[config.mk]
export PLATFORM = sky130hd
export DESIGN_NAME = preemption_controller
export DESIGN_NICKNAME = d
export VERILOG_FILES = /design/src/rtl/preemption_controller.sv
export SDC_FILE = /design/constraint.sdc
export NUM_CORES = 1
export LEC_CHECK = 0
export ABC_AREA = 1
export CAP_MARGIN = 20
export CORE_MARGIN = 2
export CORE_UTILIZATION = 45
export CTS_CLUSTER_DIAMETER = 60
export DETAILED_ROUTE_END_ITERATION = 12
export PLACE_DENSITY = 0.69
export SYNTH_ARGS = -nofsm -noshare
export SYNTH_HDL_FRONTEND = slang
export SYNTH_SLANG_ARGS = --single-unit
[constraint.sdc]
create_clock -name clock -period 3.5 [get_ports clock]
set_input_delay 0.35 -clock clock [delete_from_list [all_inputs] [get_ports clock]]
set_output_delay 0.35 -clock clock [all_outputs]
set_load 0.03 [all_outputs]
[src/rtl/preemption_controller.sv]
// Context-switch controller: counts retired user instructions against a quantum and
// swaps the PC between user processes, the scheduler and the I/O handler.
module preemption_controller #(
    parameter int unsigned ADDR_W      = 32,
    parameter int unsigned NUM_PROC    = 4,
    parameter int unsigned PID_W       = 2,
    parameter int unsigned Q_W         = 8,
    parameter int unsigned QUANTUM_DEF = 16,
    parameter int unsigned SCHED_ADDR  = 0,
    parameter int unsigned IO_ADDR     = 64
) (
    input  logic              clock,
    input  logic              reset,
    input  logic              instr_done,
    input  logic              halt,
    input  logic [ADDR_W-1:0] pc_ret,
    input  logic              io_trap,
    input  logic              sel_proc,
    input  logic [PID_W-1:0]  proc_id,
    input  logic              resume,
    input  logic              quantum_load,
    input  logic [Q_W-1:0]    quantum_val,
    output logic              pc_load,
    output logic [ADDR_W-1:0] pc_next,
    output logic              modo_os,
    output logic [PID_W-1:0]  processo_atual,
    output logic [1:0]        motivo,
    output logic [Q_W-1:0]    quantum_left
);
    typedef enum logic {OS, USER} state_t;

    state_t            state;
    logic [Q_W-1:0]    quantum_reg;
    logic [ADDR_W-1:0] pc_table [NUM_PROC];

    logic              sel_valid;
    logic [PID_W-1:0]  resume_id;
    logic [Q_W-1:0]    quantum_new;
    logic              expiry;

    always_comb begin
        sel_valid   = sel_proc && (32'(proc_id) < NUM_PROC);
        resume_id   = sel_valid ? proc_id : processo_atual;
        quantum_new = (quantum_val == '0) ? Q_W'(1) : quantum_val;
        expiry      = instr_done && (quantum_left == Q_W'(1));
    end

    always_ff @(posedge clock) begin
        if (reset) begin
            state          <= OS;
            modo_os        <= 1'b1;
            processo_atual <= '0;
            pc_load        <= 1'b0;
            pc_next        <= '0;
            motivo         <= 2'b00;
            quantum_reg    <= Q_W'(QUANTUM_DEF);
            quantum_left   <= Q_W'(QUANTUM_DEF);
            for (int unsigned i = 0; i < NUM_PROC; i++) begin
                pc_table[i] <= '0;
            end
        end else begin
            pc_load <= 1'b0;
            // A quantum reload only reaches quantum_left through the next resume
            if (quantum_load) begin
                quantum_reg <= quantum_new;
            end
            case (state)
                USER: begin
                    if (!halt) begin
                        // io_trap takes priority over a coincident expiry
                        if (io_trap || expiry) begin
                            pc_table[processo_atual] <= pc_ret;
                            pc_next      <= io_trap ? ADDR_W'(IO_ADDR) : ADDR_W'(SCHED_ADDR);
                            motivo       <= io_trap ? 2'b10 : 2'b01;
                            pc_load      <= 1'b1;
                            quantum_left <= '0;
                            state        <= OS;
                            modo_os      <= 1'b1;
                        end else if (instr_done && quantum_left != '0) begin
                            quantum_left <= quantum_left - Q_W'(1);
                        end
                    end
                end
                OS: begin
                    if (sel_valid) begin
                        processo_atual <= proc_id;
                    end
                    if (resume) begin
                        pc_next      <= pc_table[resume_id];
                        pc_load      <= 1'b1;
                        quantum_left <= quantum_reg;
                        motivo       <= 2'b00;
                        state        <= USER;
                        modo_os      <= 1'b0;
                    end
                end
                default: state <= OS;
            endcase
        end
    end
endmodule
==> impl_metrics.env <==
export IMPL_run_status="finished clean"
export IMPL_final_layout_size_suffix_gt1_share_pct=5.98
export IMPL_synth_main_ff_cell="sky130_fd_sc_hd__edfxtp_1"
export IMPL_synth_area_leaders="sky130_fd_sc_hd__edfxtp_1 (47%), sky130_fd_sc_hd__dfxtp_1 (14%), sky130_fd_sc_hd__nand2_1 (10%)"
export IMPL_final_max_slew_viol_count=0
export IMPL_post_synth_cell_area_avg_um2=9.15
export IMPL_grt_overflow=0
export IMPL_timing_max_cap_violations=0
export IMPL_yosys_warnings=0
export IMPL_path_max_fanout=34
export IMPL_flip_flop_count_of_the_largest_register_all_copies_and_words_added=128
export IMPL_registers_top_by_ff_count="pc_table"
export IMPL_synthDominantAreaCellType="sky130_fd_sc_hd__edfxtp_1"
export IMPL_clockRootBuffer="sky130_fd_sc_hd__clkbuf_16"
export IMPL_timing_max_slew_rel_slack_pct=24.5
export IMPL_finalPower_w=0.00499
export IMPL_kind_of_critical_path="flop to flop"
export IMPL_place_detailed_instances=1183
export IMPL_vdd_ir_drop_max_v=0.000379
export IMPL_clkTransAtPathRegs_ns=0.07
export IMPL_report_final_hold_viol_count=0
export IMPL_clk_latency_ns=0.43
export IMPL_avgRoutedWirePerCell_um=14.9
export IMPL_firstDrtPassIters=5
export IMPL_layout_top_registers="pc_table x128, pc_next x32"
export IMPL_worstMarginPinSlew_ns=1.13
export IMPL_hold_class="input port to flop"
export IMPL_grt_pass1_vias=5842
export IMPL_period_minus_slack_ns=2.47
export IMPL_startpoint_type="flop"
export IMPL_placed_cell_area_um2=9260
export IMPL_antenna_found_initial=0
export IMPL_crit_arrival_ns=2.77
export IMPL_stdcell_area_um2=9830
export IMPL_largest_buffer_count_on_any_clock_path=2
export IMPL_ant_nets=0
export IMPL_postCtsSetupRepairBufs=0
export IMPL_numPortBuffers=95
export IMPL_postSynthRegisterBits=183
export IMPL_syn2layout_area_growth_pct=20.7
export IMPL_globalRouteTotalUtil_pct=19.5
export IMPL_ys_top_cells_by_count="sky130_fd_sc_hd__nand2_1 (216), sky130_fd_sc_hd__nor2_1 (170), sky130_fd_sc_hd__edfxtp_1 (128), sky130_fd_sc_hd__inv_1 (117), sky130_fd_sc_hd__o211ai_1 (62)"
export IMPL_pin_count=96
export IMPL_die_area_um2=19200
export IMPL_cts_max_level=4
export IMPL_drt_iter0_drc=400
export IMPL_finish_net_count=1026
export IMPL_yosys_cell_count_top_type="sky130_fd_sc_hd__nand2_1"
export IMPL_wire_length_of_the_first_global_routing_pass_mm=29.4
export IMPL_grt_start_max_net_pins=63
export IMPL_cts_hold_fix_buffers=0
export IMPL_static_power_due_to_leakage_nw=4.11
export IMPL_core_rowCount=49
export IMPL_clock_sinks=183
export IMPL_report_final_setup_viol=0
export IMPL_worstPathRequired_ns=3.80
export IMPL_initial_utilization_pct=45.6
export IMPL_post_synth_top_area_fraction_pct=47.2
export IMPL_syn_num_nets=943
export IMPL_core_area_um2=17800
export IMPL_place_hpwl_mm=10.7
export IMPL_instances_no_fill=1215
export IMPL_setup_tns_ns=0
export IMPL_yosys_cell_types_count=29
export IMPL_worst_hold_slack_ns=0.395
export IMPL_period_share_pct=70.6
export IMPL_numCtsBuffers=17
export IMPL_async_set_or_reset_register_ratio_after_synthesis_pct=0
export IMPL_drt_wl_total_mm=18.1
export IMPL_post_route_skew_ns=0.0110
export IMPL_dieHeight_um=138
export IMPL_via_per_inst=5.04
export IMPL_antenna_cells_inserted=0
export IMPL_post_cts_resized=0
export IMPL_synth_yosys_seq_area_share_pct=60.8
export IMPL_synth_edf_count=128
export IMPL_power_density_cell_area_nw_per_um2=507
export IMPL_synth_cells=890
export IMPL_route_vias_total=6122
export IMPL_gpl_final_weighted_congestion=0.785
export IMPL_chipWidth_um=138
export IMPL_max_freq_mhz=405
export IMPL_cts_tree="built"
export IMPL_drc_errors=0
export IMPL_post_synth_instance_area_um2=8140
export IMPL_rsz0062_at_grt="false"
export IMPL_critPathCaptureType="flop"
==> power breakdown <==
part | switching (W) | internal, W
combinational | 0.000422 | 0.000247
sequential | 0.0000554 | 0.00242
clock | 0.000773 | 0.00107
total | 0.00125 | 0.00374
==> cell type report <==
cell class / count / area [um^2]
Sequential cell: 183 / 4940
Timing Repair Buffer: 110 / 1080
Clock buffer: 24 / 462
Clock inverter: 8 / 100
Fill cell: 1598 / 8020
Tap cell: 229 / 287
Inverter: 123 / 462
Multi-Input combinational cell: 538 / 2490
==> through the flow <==
step	worst slack, ns	utilization [%]
after CTS	1.03	55.1
after global routing	0.787	55.1
final	1.03	55.1
after detailed placement	0.776	51.9
after global placement	0.798	51.9
after floorplan	0.527	-
==> cell usage in the layout, fill, tap and decap left out, drive strengths merged <==
| cell | instances |
|---|---|
| o31ai | 1 |
| o21ai | 20 |
| nand2 | 223 |
| clkdlybuf4s50 | 94 |
| o211ai | 62 |
| bufinv | 2 |
| edfxtp | 128 |
| inv | 122 |
| a21oi | 36 |
| nand4 | 3 |
| xnor2 | 1 |
| nor4 | 1 |
| xor2 | 2 |
| clkinvlp | 3 |
| nand3 | 11 |
| nor2 | 172 |
| ha | 3 |
| nand3b | 1 |
| dfxtp | 55 |
| clkinv | 4 |
| buf | 16 |
| clkbuf | 24 |
| nor3 | 2 |
==> worst paths after layout <==
path,to,cells past startpoint,slack (ns),startpoint
max reg2reg,pc_next[6]$_SDFFE_PP0P_,10,1.03,processo_atual[1]$_SDFFE_PP0N_
min,quantum_reg[4]$_SDFFE_PP1P_,4,0.40,reset
max,pc_next[6]$_SDFFE_PP0P_,10,1.03,processo_atual[1]$_SDFFE_PP0N_
min reg2reg,pc_next[27]$_SDFFE_PP0P_,2,0.46,pc_next[27]$_SDFFE_PP0P_
==> logic make-up (layout without fill, tap and decap cells) <==
logic type | count (synthesis) | in the layout | share of synthesized area (%)
xor gates and xnor gates | 3 | 3 | 0.323
and+or+nand+nor | 413 | 413 | 20.1
AOI/OAI and AO/OA | 119 | 119 | 9.30
buffers and inverters | 169 | 265 | 9.04
adders and majority gates | 3 | 3 | 0.461
DFF | 183 | 183 | 60.8
==> per-layer routing <==
layer	vias up	track usage, %	wire (um)
met5	-	0	0
met4	0	6.55	298
met3	21	4.54	1110
met2	175	32.8	8760
met1	2879	25.0	7960
li1	3047	-	-
==> worst max-delay path, stage by stage, from the launching register on <==
cell,delay (ns)
sky130_fd_sc_hd__dfxtp_1,0.40
sky130_fd_sc_hd__inv_1,0.20
sky130_fd_sc_hd__o21ai_4,0.91
sky130_fd_sc_hd__inv_1,0.09
sky130_fd_sc_hd__buf_4,0.31
sky130_fd_sc_hd__nand2_1,0.11
sky130_fd_sc_hd__nand2_1,0.06
sky130_fd_sc_hd__nand2_1,0.06
sky130_fd_sc_hd__nand2_1,0.06
sky130_fd_sc_hd__nor2_1,0.09
sky130_fd_sc_hd__nor2_1,0.04
(Power assumes the default switching activity.)
